`src/rtl/stream_mux_pkg.sv`:
```
// rtl/stream_mux_pkg.sv - shared types and constants for the 2-to-1 stream mux
//
// Contents:
//   state_t   arbitration FSM state (idle, or locked to one source mid-packet)
//   SRC0/SRC1 source identifiers, as carried on grant and out_sel

package stream_mux_pkg;

  typedef enum logic [1:0] {
    ST_IDLE  = 2'd0,
    ST_LOCK0 = 2'd1,
    ST_LOCK1 = 2'd2
  } state_t;

  localparam logic SRC0 = 1'b0;
  localparam logic SRC1 = 1'b1;

endpackage

```
`src/rtl/stream_mux_2to1_if.sv`:
```
// rtl/stream_mux_2to1_if.sv - handshake bundle for the 2-to-1 stream mux
//
// Signals:
//   in0_valid/in0_data/in0_last/in0_ready  source 0 stream
//   in1_valid/in1_data/in1_last/in1_ready  source 1 stream
//   out_valid/out_data/out_last/out_sel    merged output stream, out_sel = source
//   out_ready                              sink acceptance
// Modports:
//   master  the mux itself (drives source readies and the merged output)
//   slave   the surroundings (sources and sink)

interface stream_mux_2to1_if #(
  parameter int WIDTH = 8
);

  logic             in0_valid;
  logic [WIDTH-1:0] in0_data;
  logic             in0_last;
  logic             in0_ready;

  logic             in1_valid;
  logic [WIDTH-1:0] in1_data;
  logic             in1_last;
  logic             in1_ready;

  logic             out_valid;
  logic [WIDTH-1:0] out_data;
  logic             out_last;
  logic             out_sel;
  logic             out_ready;

  modport master (
    input  in0_valid, in0_data, in0_last,
    output in0_ready,
    input  in1_valid, in1_data, in1_last,
    output in1_ready,
    output out_valid, out_data, out_last, out_sel,
    input  out_ready
  );

  modport slave (
    output in0_valid, in0_data, in0_last,
    input  in0_ready,
    output in1_valid, in1_data, in1_last,
    input  in1_ready,
    input  out_valid, out_data, out_last, out_sel,
    output out_ready
  );

endinterface

```
`src/rtl/rr_arb_2.sv`:
```
// rtl/rr_arb_2.sv - combinational two-way round-robin arbiter with packet lock
//
// Ports:
//   req0, req1   source requests (source valid)
//   ptr          preferred source when both request in idle
//   state        current FSM state; a lock state pins the grant
//   grant        granted source (SRC0/SRC1)
//   grant_valid  a grant exists this cycle

module rr_arb_2
  import stream_mux_pkg::*;
(
  input  logic   req0,
  input  logic   req1,
  input  logic   ptr,
  input  state_t state,
  output logic   grant,
  output logic   grant_valid
);

  always_comb begin
    grant       = SRC0;
    grant_valid = 1'b0;
    unique case (state)
      // A lock holds the grant even across valid gaps of the owning source,
      // so the other source can never slip a beat into the packet.
      ST_LOCK0: begin
        grant       = SRC0;
        grant_valid = 1'b1;
      end
      ST_LOCK1: begin
        grant       = SRC1;
        grant_valid = 1'b1;
      end
      default: begin
        if (req0 && req1) begin
          grant       = ptr;
          grant_valid = 1'b1;
        end else if (req0) begin
          grant       = SRC0;
          grant_valid = 1'b1;
        end else if (req1) begin
          grant       = SRC1;
          grant_valid = 1'b1;
        end
      end
    endcase
  end

endmodule

```
`src/rtl/stream_mux_2to1.sv`:
```
// rtl/stream_mux_2to1.sv - merges two valid/ready streams onto one registered output
//
// Ports:
//   clk    clock, all state updates on rising edge
//   rst_n  asynchronous active-low reset
//   bus    stream bundle (master modport): two source streams in, one merged
//          stream out with out_sel naming the source of each beat
// Behaviour:
//   Round-robin between sources; once a beat without last is accepted the
//   grant stays with that source until its last beat. One output register
//   stage, 1 cycle latency, full throughput while out_ready stays high.

module stream_mux_2to1
  import stream_mux_pkg::*;
#(
  parameter int WIDTH = 8
) (
  input  logic               clk,
  input  logic               rst_n,
  stream_mux_2to1_if.master  bus
);

  state_t           state_q, state_d;
  logic             ptr_q, ptr_d;

  logic             grant;
  logic             grant_valid;
  logic             load;
  logic             accept;

  logic             sel_valid;
  logic [WIDTH-1:0] sel_data;
  logic             sel_last;

  logic             out_valid_q;
  logic [WIDTH-1:0] out_data_q;
  logic             out_last_q;
  logic             out_sel_q;

  rr_arb_2 u_arb (
    .req0        (bus.in0_valid),
    .req1        (bus.in1_valid),
    .ptr         (ptr_q),
    .state       (state_q),
    .grant       (grant),
    .grant_valid (grant_valid)
  );

  // The output register can take a new beat when empty or being drained.
  // This makes out_ready combinationally visible on the source readies.
  assign load = ~out_valid_q | bus.out_ready;

  always_comb begin
    if (grant == SRC1) begin
      sel_valid = bus.in1_valid;
      sel_data  = bus.in1_data;
      sel_last  = bus.in1_last;
    end else begin
      sel_valid = bus.in0_valid;
      sel_data  = bus.in0_data;
      sel_last  = bus.in0_last;
    end
  end

  assign accept = grant_valid & load & sel_valid;

  // rst_n gates the readies so no source sees a handshake while in reset.
  assign bus.in0_ready = rst_n & load & grant_valid & (grant == SRC0);
  assign bus.in1_ready = rst_n & load & grant_valid & (grant == SRC1);

  always_ff @(posedge clk or negedge rst_n) begin
    if (!rst_n) begin
      state_q <= ST_IDLE;
      ptr_q   <= SRC0;
    end else begin
      state_q <= state_d;
      ptr_q   <= ptr_d;
    end
  end

  always_comb begin
    state_d = state_q;
    ptr_d   = ptr_q;
    if (accept) begin
      if (sel_last) begin
        // Packet done: release the lock and favour the other source next.
        state_d = ST_IDLE;
        ptr_d   = ~grant;
      end else begin
        state_d = (grant == SRC1) ? ST_LOCK1 : ST_LOCK0;
      end
    end
  end

  always_ff @(posedge clk or negedge rst_n) begin
    if (!rst_n) begin
      out_valid_q <= 1'b0;
      out_data_q  <= '0;
      out_last_q  <= 1'b0;
      out_sel_q   <= SRC0;
    end else if (accept) begin
      out_valid_q <= 1'b1;
      out_data_q  <= sel_data;
      out_last_q  <= sel_last;
      out_sel_q   <= grant;
    end else if (bus.out_ready) begin
      out_valid_q <= 1'b0;
    end
  end

  assign bus.out_valid = out_valid_q;
  assign bus.out_data  = out_data_q;
  assign bus.out_last  = out_last_q;
  assign bus.out_sel   = out_sel_q;

endmodule

```
`src/flat_wrapper.sv`:
```
// flat-port wrapper written by rule: the top's interface ports become plain ports
module stream_mux_2to1_flat import stream_mux_pkg::*;
#(
  parameter int WIDTH = 8
)
  (clk, rst_n, bus_in0_valid, bus_in0_data, bus_in0_last, bus_in0_ready, bus_in1_valid, bus_in1_data, bus_in1_last, bus_in1_ready, bus_out_valid, bus_out_data, bus_out_last, bus_out_sel, bus_out_ready);
  stream_mux_2to1_if #(.WIDTH(WIDTH)) bus_i ();
  input  logic clk;
  input  logic rst_n;
  input wire logic [$bits(bus_i.in0_valid)-1:0] bus_in0_valid;
  input wire logic [$bits(bus_i.in0_data)-1:0] bus_in0_data;
  input wire logic [$bits(bus_i.in0_last)-1:0] bus_in0_last;
  output wire logic [$bits(bus_i.in0_ready)-1:0] bus_in0_ready;
  input wire logic [$bits(bus_i.in1_valid)-1:0] bus_in1_valid;
  input wire logic [$bits(bus_i.in1_data)-1:0] bus_in1_data;
  input wire logic [$bits(bus_i.in1_last)-1:0] bus_in1_last;
  output wire logic [$bits(bus_i.in1_ready)-1:0] bus_in1_ready;
  output wire logic [$bits(bus_i.out_valid)-1:0] bus_out_valid;
  output wire logic [$bits(bus_i.out_data)-1:0] bus_out_data;
  output wire logic [$bits(bus_i.out_last)-1:0] bus_out_last;
  output wire logic [$bits(bus_i.out_sel)-1:0] bus_out_sel;
  input wire logic [$bits(bus_i.out_ready)-1:0] bus_out_ready;
  assign bus_i.in0_valid = bus_in0_valid;
  assign bus_i.in0_data = bus_in0_data;
  assign bus_i.in0_last = bus_in0_last;
  assign bus_in0_ready = bus_i.in0_ready;
  assign bus_i.in1_valid = bus_in1_valid;
  assign bus_i.in1_data = bus_in1_data;
  assign bus_i.in1_last = bus_in1_last;
  assign bus_in1_ready = bus_i.in1_ready;
  assign bus_out_valid = bus_i.out_valid;
  assign bus_out_data = bus_i.out_data;
  assign bus_out_last = bus_i.out_last;
  assign bus_out_sel = bus_i.out_sel;
  assign bus_i.out_ready = bus_out_ready;
  stream_mux_2to1 #(.WIDTH(WIDTH)) u_core (.clk(clk), .rst_n(rst_n), .bus(bus_i));
endmodule
```
`config.mk`:
```
export PLATFORM = sky130hd
export DESIGN_NAME = stream_mux_2to1_flat
export DESIGN_NICKNAME = d
export VERILOG_FILES = /design/src/rtl/stream_mux_pkg.sv /design/src/rtl/stream_mux_2to1_if.sv /design/src/rtl/rr_arb_2.sv /design/src/rtl/stream_mux_2to1.sv /design/src/flat_wrapper.sv
export SDC_FILE = /design/constraint.sdc
export NUM_CORES = 1
export LEC_CHECK = 0
export BUFFER_PORTS_ARGS = -buffer_cell sky130_fd_sc_hd__buf_2
export CAP_MARGIN = 20
export CORE_MARGIN = 3
export CORE_UTILIZATION = 45
export DETAILED_ROUTE_END_ITERATION = 8
export PLACE_DENSITY_LB_ADDON = 0.25
export SLEW_MARGIN = 20
export SYNTH_ARGS = -nofsm -noshare
export SYNTH_HDL_FRONTEND = slang
export SYNTH_SLANG_ARGS = --single-unit
```
`constraint.sdc`:
```
create_clock -name clk -period 4.2 [get_ports clk]
set_clock_uncertainty 0.15 [all_clocks]
set_input_delay 0.84 -clock clk [delete_from_list [all_inputs] [get_ports clk]]
set_output_delay 0.84 -clock clk [all_outputs]
set_load 0.01 [all_outputs]
```
==> results of run 1 <==
## flip-flops by register name, indices dropped and copies added (netlist names)
signal,cells
u_core.bus.out_sel,1
u_core.bus.out_last,1
u_core.state_q,2
u_core.bus.out_data,8
u_core.bus.out_valid,1
u_core.ptr_q,1
## cells in the final DEF (no fill, tap or decap), types with 2 or more instances in the layout
cell       instances
o21a_1             2
nand2_1            3
a2bb2oi_1          9
dfrtp_1           14
o22ai_1            9
buf_2             35
clkbuf_4           3
inv_1              3
nor2_1             4
a22o_1             2
nand3_1            2
nand2b_1           2
and2_1             2
## power groups by stage
stage / combinational, mW / clock, mW / sequential, mW
global placement: 0.340 / 0 / 0.234
global route: 0.382 / 0.104 / 0.242
CTS: 0.348 / 0.0982 / 0.234
floorplan: 0.228 / 0 / 0.259
detailed placement: 0.347 / 0 / 0.235
finish: 0.346 / 0.0950 / 0.235
## metrics by stage
| stage | setup WS [ps] | power, mW | utilization, % | cell area [µm²] | std cells |
|---|---|---|---|---|---|
| finish | 1380 | 0.676 | 65.0 | 888 | 115 |
| detailed placement | 1450 | 0.583 | 62.4 | 852 | 111 |
| floorplan | 1660 | 0.486 | - | 691 | 65 |
| CTS | 1400 | 0.681 | 65.0 | 888 | 115 |
| global placement | 1530 | 0.574 | 62.4 | 852 | 111 |
| global route | 1220 | 0.728 | 65.0 | 888 | 115 |
## cells by family after synthesis
group           Yosys count
buf+inv                   7
flops                    14
simple gates             14
compound gates           29
fa+ha+maj                 1
## how the worst max path moves through the flow
stage,slack (ps),to,cells after the start,startpoint
after floorplan,1660,bus_in1_ready,5,bus_in0_valid
after global placement,1530,bus_in1_ready,5,bus_in0_valid
after detailed placement,1450,bus_in1_ready,5,bus_in0_valid
after CTS,1400,bus_in1_ready,6,u_core.state_q[0]
after global routing,1220,bus_in1_ready,6,u_core.state_q[0]
final,1380,bus_in1_ready,5,u_core.state_q[1]
## routing by layer
layer	part of all wire (%)	vias up	global-route usage [%]
met5	0	-	0
met4	0.72	0	7.02
met3	6.1	2	5.18
met2	49	27	27.4
met1	45	298	24.9
li1	-	315	-
## final cells by class
cell class | count | area [µm²] | area share, %
flip-flops and latches | 14 | 350 | 39.4
multi-input cells | 44 | 297 | 33.4
repair buffers | 35 | 175 | 19.7
clock buffers | 4 | 36.3 | 4.08
well taps | 15 | 18.8 | 2.11
inverters | 3 | 11.3 | 1.27
==> impl_metrics.json, run 1 <==
{
  "run_status": "finished, final reports clean",
  "die_area_um2": 2040,
  "swShare_pct": 38.8,
  "synth_edf_count": 0,
  "insertion_delay_ps": 270,
  "synth_area_leaders": "dfrtp_1, a2bb2oi_1, o22ai_1",
  "via_per_inst": 5.58,
  "core-area_um2": 1370,
  "ys.flop_type": "dfrtp_1",
  "p_int_mw": 0.414,
  "drc_errors": 0,
  "arrival_ps": 1830,
  "crit_path_top_delay_cell": "dfrtp_1",
  "r2r-start": "u_core.state_q[1]",
  "yosys.area.top_type": "dfrtp_1",
  "crit_type": "register to output pin",
  "clkTransAtPathRegs_ps": 80,
  "cts.sinks": 14,
  "hp-class": "input pin to asynchronous set/reset pin",
  "setup_viol_count_final": 0,
  "tightest_slew_ps": 501,
  "drtIter0Drc": 19,
  "area_delta_synth_final_pct": 28.6,
  "cts_max_level": 1,
  "n_antenna_cell": 0,
  "ioPinCount": 36,
  "grt_pass1_wl_um": 2730,
  "worst_hold_slack_ps": 298,
  "grt_max_degree": 16,
  "grt_pass1_vias": 616,
  "cts_hold_buffers": 0,
  "post_route_cells_drive_above_1_share_pct": 39.0,
  "grt_usage_pct": 18.3,
  "ys_seq_elements": 14,
  "finalNetCount": 125,
  "slew_violations": 0,
  "gr-total-overflow": 0,
  "p_seq_share_pct": 34.7,
  "post-dp-hpwl_um": 1260,
  "post_cts_buffers": 0,
  "synth_most_common_cell": "dfrtp_1",
  "critical_path_required_ps": 3210,
  "combPwrFrac_pct": 51.2,
  "syn_avg_cell_area_um2": 10.6,
  "synth_compound_area_share_pct": 31.3,
  "end_kind": "output pin",
  "finalHoldViolCount": 0,
  "yosysSeqAreaShare_pct": 50.7,
  "synthAdderAreaFrac_pct": 1.81,
  "power.leakage_nw": 0.442,
  "firstDrtPassIters": 4,
  "start_kind": "register",
  "wl_um": 1670,
  "crit_chain": "ha_1 > nand2b_1 > o21a_1 > nor2_1 > buf_2",
  "synth_mux_area_share_pct": 0,
  "netlist_instances": 65,
  "die_w_um": 45.2,
  "netlist_area_um2": 691,
  "nFillCells": 126,
  "r2r_slack_ps": 2020,
  "cts.root.buffer_cell": "clkbuf_4",
  "cts_tree": "built",
  "vias": 642,
  "wl_per_cell_um": 14.5,
  "port_buffers": 35,
  "critical-path-top-delay-family": "flip-flops",
  "maxCapViolCount": 0,
  "rows": 13,
  "synth_cell_type_count": 22,
  "power_frac_clock_pct": 14.1,
  "numCtsBuffers": 3,
  "setup_tns_ps": 0,
  "rsz0062_at_grt": "no",
  "start_util_pct": 50.5,
  "synth_xor_xnor_area_share_pct": 0,
  "ant_nets": 0,
  "r2r-end": "u_core.bus.out_data[0]",
  "die_h_um": 45.2,
  "vdd_ir_drop_max_mv": 0.368,
  "globalplace.congestion": 0.715,
  "max_clock_freq_mhz": 354,
  "finalWorstPathRequiredPeriod_ps": 2820,
  "crit_path_max_incr_delay_ps": 410,
  "async_flop_share_pct": 100,
  "min_period_over_period_pct": 67.2,
  "power_density_nw_per_um2": 761,
  "clk_path_buf_depth": 2,
  "netSwitchingPower_mw": 0.262,
  "synth_nets": 89,
  "antenna_found_initial": 0,
  "yosysWarnings": 0,
  "yosys.area.top_type_share_pct": 50.7,
  "synth_top_family_by_area": "compound AO/OA/AOI/OAI gates",
  "ys_top_cells_by_count": "dfrtp_1, a2bb2oi_1, o22ai_1",
  "path_buf_inv": 1,
  "cts_resized": 0,
  "slew_headroom_pct": 66.6,
  "synth_simple_gate_area_share_pct": 9.78,
  "r2r_cells": 5,
  "cp_max_fo": 10
}
Power figures use the tool's default switching activity.
==> run 2: changes to the inputs <==
- ABC_AREA: unset -> 1
- CORE_UTILIZATION: 45 -> 44
- clock period: 4.2 -> 2.8 ns (I/O delays scaled with it)
==> run 2 against run 1 <==
  * Sequential share of layout area down 3.5 points
  * Setup slack worse by 1000 ps
  * Area after synthesis up 12%
  * Core utilization down 3.1 points
  * Combinational power up 60%
  * Clock power up 56%
  * Wire length up 5.7%
  * Via count up 17%
  * Synthesized cell count up 68%
  * Die area up 12%
  * Cell count up 40%
==> impl_metrics.json, run 2 <==
{
  "core-area_um2": 1580,
  "synth_nets": 133,
  "synth_cell_type_count": 16,
  "die_w_um": 47.9,
  "cts_hold_buffers": 0,
  "ys_top_cells_by_count": "nand2_1, dfrtp_1, inv_1",
  "cp_max_fo": 13,
  "grt_pass1_vias": 602,
  "drc_errors": 0,
  "worst_hold_slack_ps": 14.1,
  "vias": 754,
  "yosys.area.top_type": "dfrtp_1",
  "async_flop_share_pct": 100,
  "r2r-end": "u_core.state_q[1]",
  "rows": 14,
  "die_h_um": 47.9,
  "start_kind": "register",
  "post_route_cells_drive_above_1_share_pct": 32.4,
  "r2r_cells": 9,
  "dp_cells": 157,
  "met1Wirelength_um": 757,
  "critical_path_required_ps": 2090,
  "port_buffers": 35,
  "firstDrtPassIters": 6,
  "r2r_slack_ps": 730,
  "start_util_pct": 49.0,
  "p_int_mw": 0.577,
  "placed_area_um2": 940,
  "gr-total-overflow": 0,
  "swShare_pct": 44.7,
  "clk_path_buf_depth": 2,
  "tightest_slew_ps": 328,
  "netlist_instances": 109,
  "p_seq_share_pct": 33.0,
  "synth_edf_count": 0,
  "dr_wl_met2_um": 898,
  "synth_most_common_cell": "nand2_1",
  "ant_nets": 0,
  "slew_violations": 0,
  "max_clock_freq_mhz": 412,
  "cts_resized": 0,
  "cts.root.buffer_cell": "clkbuf_4",
  "arrival_ps": 1710,
  "power_density_nw_per_um2": 1070,
  "clkTransAtPathRegs_ps": 90,
  "grt_usage_pct": 17.1,
  "yosys.area.top_type_share_pct": 45.4,
  "cp-endpoint": "bus_in1_ready",
  "wl_um": 1770,
  "netSwitchingPower_mw": 0.467,
  "wl_per_cell_um": 11.0,
  "power.leakage_nw": 0.614,
  "r2r-start": "u_core.state_q[1]",
  "topRoutingLayerUsed": "met4",
  "finalHoldViolCount": 0,
  "maxCapViolCount": 0,
  "combPwrFrac_pct": 52.8,
  "setup_tns_ps": 0,
  "netlist_area_um2": 772,
  "via_per_inst": 4.68,
  "globalplace.congestion": 0.737,
  "syn_avg_cell_area_um2": 7.08,
  "layout_commonest_cell": "nand2_1",
  "ioPinCount": 36,
  "cts_tree": "built",
  "run_status": "finished, final reports clean",
  "finalWorstPathRequiredPeriod_ps": 2420,
  "n_antenna_cell": 0,
  "wl_met3_um": 101,
  "drtIter0Drc": 2,
  "cts_max_level": 1,
  "area_delta_synth_final_pct": 26.4,
  "power_frac_clock_pct": 14.2,
  "setup_viol_count_final": 0,
  "finalNetCount": 170,
  "post-dp-hpwl_um": 1300,
  "cts.sinks": 14,
  "dp_slack_ps": 704,
  "ys_seq_elements": 14,
  "finalNonFillerCells": 161,
  "antenna_found_initial": 0,
  "end_kind": "output pin",
  "largest_register_ffs": 8,
  "startpoint": "u_core.state_q[1]",
  "insertion_delay_ps": 280,
  "rsz0062_at_grt": "no",
  "ys.flop_type": "dfrtp_1",
  "synth_area_leaders": "dfrtp_1, nand2_1, inv_1",
  "min_period_over_period_pct": 86.6,
  "most-common-layout-cells": "nand2_1, buf_2, dfrtp_1",
  "vdd_ir_drop_max_mv": 0.542,
  "yosysWarnings": 0,
  "die_area_um2": 2290,
  "final_util_pct": 61.9,
  "post_cts_buffers": 0,
  "hp-class": "input pin to asynchronous set/reset pin",
  "slew_headroom_pct": 78.1,
  "setup_ws_ps": 376,
  "crit_type": "register to output pin",
  "finish.instance_area_um2": 976,
  "grt_max_degree": 16,
  "grt_pass1_wl_um": 2660,
  "yosysSeqAreaShare_pct": 45.4,
  "numCtsBuffers": 3,
  "power_mw": 1.04
}
==> run 2: worst min path at each step <==
stage | from | endpoint | depth (start not counted)
after global placement | u_core.bus.out_data[4] | u_core.bus.out_data[4] | 2
after floorplan | rst_n | u_core.bus.out_data[0] | 0
final | rst_n | u_core.bus.out_valid | 1
after CTS | rst_n | u_core.bus.out_data[4] | 1
after detailed placement | u_core.bus.out_data[0] | u_core.bus.out_data[0] | 2
after global routing | rst_n | u_core.bus.out_data[7] | 1
==> run 2: power groups by stage <==
stage               registers [mW]  clock network (mW)  logic [mW]
floorplan                    0.385                   0       0.370
finish                       0.344               0.148       0.552
global route                 0.355               0.158       0.632
global placement             0.345                   0       0.535
detailed placement           0.349                   0       0.552
CTS                          0.345               0.152       0.558
==> run 2: per-layer routing <==
layer  vias to the layer above  GRT usage [%]
met5                         -              0
met4                         0           6.45
met3                         2           4.51
met2                        24           28.0
met1                       330           21.5
li1                        398              -
==> run 2: area by class of cell <==
class                   count  area, µm²
fillers                   147        601
multi-input cells          82        353
flip-flops and latches     14        350
repair buffers             36        183
clock buffers               4       36.3
inverters                   9       33.8
well taps                  16       20.0
==> run 2: cells by family (layout without fill, tap and decap cells) <==
logic type	Yosys count	in the layout	synth area share [%]
AND/OR/NAND/NOR	78	78	42.1
flip-flops	14	14	45.4
buffers and inverters	13	49	8.91
AO/OA/AOI/OAI	3	3	1.94
adder cells (fa/ha/maj)	1	1	1.62
==> run 2: critical path: stages (launching register included) <==
cell	delay, ps
dfrtp_1	390
ha_1	330
inv_1	110
nand2_1	80
nand2_2	220
inv_1	90
nor2_1	80
buf_2	130
